## src/rtl/vga_pkg.sv

```systemverilog
// Shared types and constants for the camera-to-SDRAM write path: FSM encoding,
// default burst/frame geometry and the configuration sanity checks.
package vga_pkg;

  typedef enum logic [1:0] {
    FILL  = 2'd0,
    ISSUE = 2'd1,
    WRITE = 2'd2
  } state_t;

  localparam int BURST_LEN    = 8;
  localparam int FRAME_WIDTH  = 640;
  localparam int FRAME_HEIGHT = 480;
  localparam int FRAME_PIXELS = FRAME_WIDTH * FRAME_HEIGHT;

  function automatic bit is_pow2(input int v);
    return (v > 1) && ((v & (v - 1)) == 0);
  endfunction

  // A frame must split into whole bursts and pixels must map 1:1 onto SDRAM words.
  function automatic bit cfg_ok(input int pix_w, input int word_w, input int burst,
                                input int pixels);
    return (pix_w == word_w) && is_pow2(burst) && ((pixels % burst) == 0);
  endfunction

endpackage

```

## src/rtl/sdram_burst_writer_buffer.sv

```systemverilog
// Burst staging register file: written from the FIFO side by capture index,
// read combinationally by the SDRAM side word index.
module burst_buffer #(
  parameter int Depth    = 8,
  parameter int Width    = 16,
  parameter int IdxWidth = 3
) (
  input  logic                clk,
  input  logic                wr_en,
  input  logic [IdxWidth-1:0] wr_idx,
  input  logic [Width-1:0]    wr_data,
  input  logic [IdxWidth-1:0] rd_idx,
  output logic [Width-1:0]    rd_data
);

  logic [Width-1:0] mem [Depth];

  // Contents are don't-care after reset, so the array carries no reset.
  always_ff @(posedge clk) begin
    if (wr_en) mem[wr_idx] <= wr_data;
  end

  assign rd_data = mem[rd_idx];

endmodule

```

## src/rtl/sdram_burst_writer.sv

```systemverilog
// Drains the pixel FIFO into fixed-length bursts and issues each burst as one
// SDRAM write command, walking linear word addresses that wrap at frame end.
module sdram_burst_writer
  import vga_pkg::*;
#(
  parameter int PixelBitWidth     = 16,
  parameter int WordLengthSDRAM   = 16,
  parameter int AddressWidthSDRAM = 24,
  parameter int BurstLengthSDRAM  = BURST_LEN,
  parameter int FrameWidth        = FRAME_WIDTH,
  parameter int FrameHeight       = FRAME_HEIGHT
) (
  input  logic                         CLK,
  input  logic                         RST,
  input  logic                         i_enable,
  input  logic                         i_fifo_empty,
  input  logic                         i_fifo_full,
  input  logic [PixelBitWidth-1:0]     i_fifo_data,
  output logic                         o_fifo_rd_en,
  input  logic                         i_sdram_busy,
  input  logic                         i_sdram_valid_wr,
  output logic                         o_sdram_enable,
  output logic                         o_sdram_rw,
  output logic [AddressWidthSDRAM-1:0] o_sdram_addr,
  output logic [WordLengthSDRAM-1:0]   o_sdram_data,
  output logic                         o_frame_done,
  output logic                         o_overflow,
  output state_t                       fsm_state
);

  localparam int IDX_W = $clog2(BurstLengthSDRAM);
  localparam int CNT_W = IDX_W + 1;
  localparam logic [CNT_W-1:0] BURST_CNT = CNT_W'(BurstLengthSDRAM);
  localparam logic [CNT_W-1:0] LAST_CAP  = CNT_W'(BurstLengthSDRAM - 1);
  localparam logic [IDX_W-1:0] LAST_IDX  = IDX_W'(BurstLengthSDRAM - 1);
  localparam logic [AddressWidthSDRAM-1:0] BURST_STEP = AddressWidthSDRAM'(BurstLengthSDRAM);
  localparam logic [AddressWidthSDRAM-1:0] LAST_ADDR  =
    AddressWidthSDRAM'(FrameWidth * FrameHeight - BurstLengthSDRAM);

  if (!cfg_ok(PixelBitWidth, WordLengthSDRAM, BurstLengthSDRAM, FrameWidth * FrameHeight))
  begin : g_bad_cfg
    $error("sdram_burst_writer: invalid width/burst/frame configuration");
  end

  state_t                       state, next_state;
  logic [CNT_W-1:0]             req_cnt, cap_cnt;
  logic [IDX_W-1:0]             word_idx;
  logic                         rd_pending;
  logic [AddressWidthSDRAM-1:0] wr_addr;
  logic [WordLengthSDRAM-1:0]   buf_rdata;
  logic                         last_cap, last_word, frame_end;

  // Leave FILL on the edge that captures the final word so ISSUE follows directly.
  assign last_cap  = rd_pending && (cap_cnt == LAST_CAP);
  assign last_word = (state == WRITE) && i_sdram_valid_wr && (word_idx == LAST_IDX);
  assign frame_end = last_word && (wr_addr == LAST_ADDR);

  always_ff @(posedge CLK) begin
    if (RST) state <= FILL;
    else     state <= next_state;
  end

  always_comb begin
    next_state = state;
    case (state)
      FILL:    if (last_cap) next_state = ISSUE;
      ISSUE:   if (!i_sdram_busy) next_state = WRITE;
      WRITE:   if (last_word) next_state = FILL;
      default: next_state = FILL;
    endcase
  end

  // A started burst keeps reading after i_enable drops (req_cnt != 0), and no
  // read is requested while RST is held so every output is quiet in reset.
  always_comb begin
    o_fifo_rd_en   = 1'b0;
    o_sdram_enable = 1'b0;
    o_sdram_data   = '0;
    o_frame_done   = 1'b0;
    case (state)
      FILL:  o_fifo_rd_en = !RST && !i_fifo_empty && (req_cnt < BURST_CNT) &&
                            (i_enable || (req_cnt != '0));
      ISSUE: o_sdram_enable = !i_sdram_busy;
      WRITE: begin
        o_sdram_data = buf_rdata;
        o_frame_done = frame_end;
      end
      default: ;
    endcase
  end

  assign o_sdram_rw   = 1'b0;
  assign o_sdram_addr = wr_addr;
  assign fsm_state    = state;

  always_ff @(posedge CLK) begin
    if (RST) begin
      req_cnt    <= '0;
      cap_cnt    <= '0;
      word_idx   <= '0;
      rd_pending <= 1'b0;
      wr_addr    <= '0;
    end else begin
      rd_pending <= o_fifo_rd_en;
      if (o_fifo_rd_en) req_cnt <= req_cnt + 1'b1;
      if (rd_pending)   cap_cnt <= cap_cnt + 1'b1;
      if ((state == WRITE) && i_sdram_valid_wr) begin
        if (word_idx == LAST_IDX) begin
          word_idx <= '0;
          req_cnt  <= '0;
          cap_cnt  <= '0;
          wr_addr  <= (wr_addr == LAST_ADDR) ? '0 : wr_addr + BURST_STEP;
        end else begin
          word_idx <= word_idx + 1'b1;
        end
      end
    end
  end

  always_ff @(posedge CLK) begin
    if (RST)              o_overflow <= 1'b0;
    else if (i_fifo_full) o_overflow <= 1'b1;
  end

  burst_buffer #(
    .Depth    (BurstLengthSDRAM),
    .Width    (WordLengthSDRAM),
    .IdxWidth (IDX_W)
  ) u_buffer (
    .clk     (CLK),
    .wr_en   (rd_pending),
    .wr_idx  (cap_cnt[IDX_W-1:0]),
    .wr_data (i_fifo_data),
    .rd_idx  (word_idx),
    .rd_data (buf_rdata)
  );

endmodule

```

## config.mk

```make
export PLATFORM = sky130hd
export DESIGN_NAME = sdram_burst_writer
export DESIGN_NICKNAME = d
export VERILOG_FILES = /design/src/rtl/vga_pkg.sv /design/src/rtl/sdram_burst_writer_buffer.sv /design/src/rtl/sdram_burst_writer.sv
export SDC_FILE = /design/constraint.sdc
export NUM_CORES = 1
export LEC_CHECK = 0
export ABC_CLOCK_PERIOD_IN_PS = 4270
export CORE_MARGIN = 10
export CORE_UTILIZATION = 60
export DETAILED_ROUTE_END_ITERATION = 10
export GPL_ROUTABILITY_DRIVEN = 0
export PLACE_DENSITY = 0.8
export SYNTH_ARGS = -nofsm -noshare
export SYNTH_HDL_FRONTEND = slang
export SYNTH_SLANG_ARGS = --single-unit
```

## constraint.sdc

```tcl
create_clock -name CLK -period 4.27 [get_ports CLK]
set_input_delay 0.854 -clock CLK [delete_from_list [all_inputs] [get_ports CLK]]
set_output_delay 0.854 -clock CLK [all_outputs]
set_load 0.02 [all_outputs]
```

==> summary.md <==
| Metric | Value |
|---|---|
| Clock input transition at the sequential cells of the worst setup and hold paths | 0.06 ns |
| Initial antenna violation count | 0 |
| Fraction of layout instances using a drive strength above 1 | 16.4% |
| Seq cells post-synth | between 150 and 200 |
| Post-Place Setup Slack | 0.610 ns |
| Area share of the leading cell type in the synthesized netlist | 58.0% |
| Final hold violations | 0 |
| Critical path endpoint | o_sdram_data[15] |
| Instance count of the mapped netlist | 409 |
| R2R cell count | 7 |
| Standard-cell row count | 38 |
| End of the worst register-to-register path | o_sdram_addr[13]$_SDFFE_PP0P_ |
| Area Overhead vs Synth | 22.8% |
| Max Transition Viols Final | 0 |
| Number of global-route vias before repair | around 4,200 |
| Number of post-CTS setup repair buffers | 0 |
| Pleak | approximately 2.6 nW |
| Peak clock frequency supported by timing | 270 MHz |
| Power Density | 421 mW/mm² |
| Slack of the worst reg-to-reg path | 2.01 ns |
| Class of the worst hold path | register to register |
| Final critical-path share of the clock period | 86.8% |
| Routed Antenna Nets | 0 |
| Area enclosed by the die boundary | 0.0156 mm² |
| Clock tree skew after final layout | 0.00538 ns |
| DPL Wire Length | 8800 µm |
| Average instance area after synthesis | 16.2 µm² |
| Number of clock buffers inserted by TritonCTS | 17 |
| Global route overflow | 0 |
| Diode insertion count for antenna repair | 0 |
| Worst setup EP type | output port |
| Critical R2R Launch | word_idx[0]$_SDFFE_PP0P_ |
| Tmin final | 3.71 ns |
| Routed wire length | 14,100 µm |
| Count of TritonRoute iterations in the first routing pass | 4 |
| Number of levels in the clock H-tree | 4 |
| Arrival time at the worst endpoint | 2.85 ns |
| Maximum Capacitance Violations | 0 |
| Count of input and output buffers | 65 |
| Post-synthesis cell type with the largest combined area | sky130_fd_sc_hd__edfxtp_1 |
| Number of enable flip-flop cells after synthesis | around 130 |
| Largest net degree at the start of global routing | 33 |
| Sequential fraction of the synthesis area | 69.8% |
| Vias after detailed routing | 3,856 |
| Total of hold buffers inserted after clock tree synthesis | 0 |
| Clock Sinks | 167 |
| Relative slew slack | 31.0% |
| Total track usage | 18.4% |
| Mean routed wirelength per cell | 22.1 µm |
| # fillers | 670 |
| Share of flip-flops with an asynchronous set or reset | 0% |
| Required time of the critical path | 3.42 ns |
| Final hold slack | 0.484 ns |
| Outcome | complete, no violations |
| Buffer type at the clock tree root | sky130_fd_sc_hd__clkbuf_8 |
| Cell Area, Synth | 0.00663 mm² |
| Transition time at the pin with the least slew margin | 1.03 ns |
| Number of warnings reported in the yosys synthesis log | 0 |
| Clock tree from TritonCTS | done |
| Peak VDD IR | between 0.0003 and 0.0004 V |
| Count of nets after finishing | 517 |
| Resized Gates After CTS | 0 |
| Post-layout instance area | 0.00814 mm² |
| Initial DRC count | 397 |
| Leading post-synthesis cells by cell area | sky130_fd_sc_hd__edfxtp_1 58%, sky130_fd_sc_hd__dfxtp_1 12%, sky130_fd_sc_hd__mux4_2 11% |
| Post-synth top flop | sky130_fd_sc_hd__edfxtp_1 |
| Starting Density | just over 60% |
| Crit path setup slack, layout | approximately 0.56 ns |
| Die boundary height | between 100 and 150 µm |
| RSZ-0062 raised after global routing | no |
| Horiz. Die Dim | 125 µm |
| Final routed DRC violation total | 0 |
| I/O Pins | 70 |
| Clock latency on the worst-skew pair | 0.53 ns |
| Kind of critical path | register to output port |
| Cell variety after synth | about 40 |
| Total Power | 0.00342 W |
| Biggest fanout along the worst timing path | 19 |
| Final setup vio count | 0 |
| DR vias/cell | 6.02 |
| Setup_tns | 0 ns |
| Area after detailed placement | 0.00749 mm² |
| Std-Cell Core Area | 0.0108 mm² |
| Maximum buffer depth of the clock tree | 2 |
| Wire length of the first global-routing pass | about 23,000 µm |
| Startpoint Class | register |
-- cells by family after synthesis --
kind of cell | count (synthesis) | share of synthesized area (%)
compound gates | 31 | 2.61
xor+xnor | 14 | 1.85
mux | 50 | 13.6
fa+ha+maj | 6 | 1.13
buf+inv | 26 | 1.78
simple gates | 114 | 9.18
other cells | 1 | 0.0566
flops | 167 | 69.8
-- metrics by stage --
step / utilization [%] / std cells
after floorplan: - / 412
after global placement: 69.1 / 609
after detailed placement: 69.1 / 609
after CTS: 75.1 / 641
after global routing: 75.1 / 641
final: 75.1 / 641
-- synth_stat cells (4+ instances only) --
| cell type | instances |
|---|---|
| sky130_fd_sc_hd__buf_2 | 4 |
| sky130_fd_sc_hd__o31ai_1 | 4 |
| sky130_fd_sc_hd__dfxtp_1 | 39 |
| sky130_fd_sc_hd__buf_4 | 4 |
| sky130_fd_sc_hd__a21oi_1 | 17 |
| sky130_fd_sc_hd__xor2_1 | 8 |
| sky130_fd_sc_hd__nor2_1 | 42 |
| sky130_fd_sc_hd__or3_1 | 5 |
| sky130_fd_sc_hd__inv_1 | 6 |
| sky130_fd_sc_hd__nand4_1 | 5 |
| sky130_fd_sc_hd__mux2i_1 | 18 |
| sky130_fd_sc_hd__nand2b_1 | 5 |
| sky130_fd_sc_hd__edfxtp_1 | 128 |
| sky130_fd_sc_hd__o21ai_0 | 7 |
| sky130_fd_sc_hd__nor3_1 | 4 |
| sky130_fd_sc_hd__ha_1 | 6 |
| sky130_fd_sc_hd__xnor2_1 | 6 |
| sky130_fd_sc_hd__nand3_1 | 12 |
| sky130_fd_sc_hd__clkbuf_1 | 10 |
| sky130_fd_sc_hd__or4_1 | 5 |
| sky130_fd_sc_hd__nand2_1 | 14 |
| sky130_fd_sc_hd__mux4_2 | 32 |
-- area by class of cell --
type                       count  area [µm²]  share of cell area, %
multi-input combinational    219        1920                   23.6
inverter                       6        22.5                  0.277
timing repair buffer          77         753                   9.26
sequential                   167        4630                   56.9
clock inverter                 7        72.6                  0.892
tap                          140         175                   2.15
clock buffer                  25         571                   7.01
-- power by group --
group / switching, W / internal, W
combinational: 0.0000432 / 0.0000337
clock: 0.000598 / 0.000982
sequential: 0.00000750 / 0.00176
-- placed cells by master, fill, tap and decap left out, types with 6 or more instances in the layout --
cell type                         Yosys  routed
sky130_fd_sc_hd__inv_1                6       6
sky130_fd_sc_hd__clkdlybuf4s50_1      0      65
sky130_fd_sc_hd__nand3_1             12      12
sky130_fd_sc_hd__dfxtp_1             39      38
sky130_fd_sc_hd__nand2_1             14      14
sky130_fd_sc_hd__ha_1                 6       6
sky130_fd_sc_hd__mux2i_1             18      18
sky130_fd_sc_hd__buf_4                4      11
sky130_fd_sc_hd__edfxtp_1           128     128
sky130_fd_sc_hd__clkbuf_16            0      21
sky130_fd_sc_hd__mux4_2              32      32
sky130_fd_sc_hd__xor2_1               8       8
sky130_fd_sc_hd__a21oi_1             17      17
sky130_fd_sc_hd__nor2_1              42      42
sky130_fd_sc_hd__xnor2_1              6       6
sky130_fd_sc_hd__o21ai_0              7       7
-- per-layer routing --
metal / vias to the layer above / share of wire (%) / track usage [%]
li1: 1745 / - / -
met1: 1952 / 38 / 20.1
met2: 140 / 53 / 32.6
met3: 19 / 7.6 / 6.17
met4: 0 / 1.3 / 6.57
met5: - / 0 / 0
-- sequential cells by signal, summed over array words and instances, names as in the netlist, named ones only --
| name | count |
|---|---|
| u_buffer.mem | 128 |
| o_sdram_addr | 21 |
| cap_cnt | 4 |
| req_cnt | 4 |
| word_idx | 3 |
| fsm_state | 2 |
| o_overflow | 1 |
| rd_pending | 1 |
-- how the worst min path moves through the flow --
stage | cells past startpoint | slack, ns | from | endpoint
after floorplan | 2 | 0.45 | word_idx[2]$_SDFFE_PP0P_ | register
after global placement | 2 | 0.45 | o_overflow$_SDFFE_PP0P_ | o_overflow$_SDFFE_PP0P_
after detailed placement | 2 | 0.47 | o_overflow$_SDFFE_PP0P_ | o_overflow$_SDFFE_PP0P_
after CTS | 2 | 0.49 | o_overflow$_SDFFE_PP0P_ | o_overflow$_SDFFE_PP0P_
after global routing | 1 | 0.53 | req_cnt[3]$_SDFF_PP0_ | rd_pending$_SDFF_PP0_
final | 2 | 0.48 | o_overflow$_SDFFE_PP0P_ | o_overflow$_SDFFE_PP0P_
-- worst max-delay path, cell delays in order, from the launching register on --
cell and delay, ns:
sky130_fd_sc_hd__dfxtp_2 0.67, sky130_fd_sc_hd__buf_12 0.27, sky130_fd_sc_hd__mux4_2 0.54, sky130_fd_sc_hd__mux2i_1 0.15
sky130_fd_sc_hd__nor2_1 0.09, sky130_fd_sc_hd__clkdlybuf4s50_1 0.59
Power figures use the tool's default switching activity.
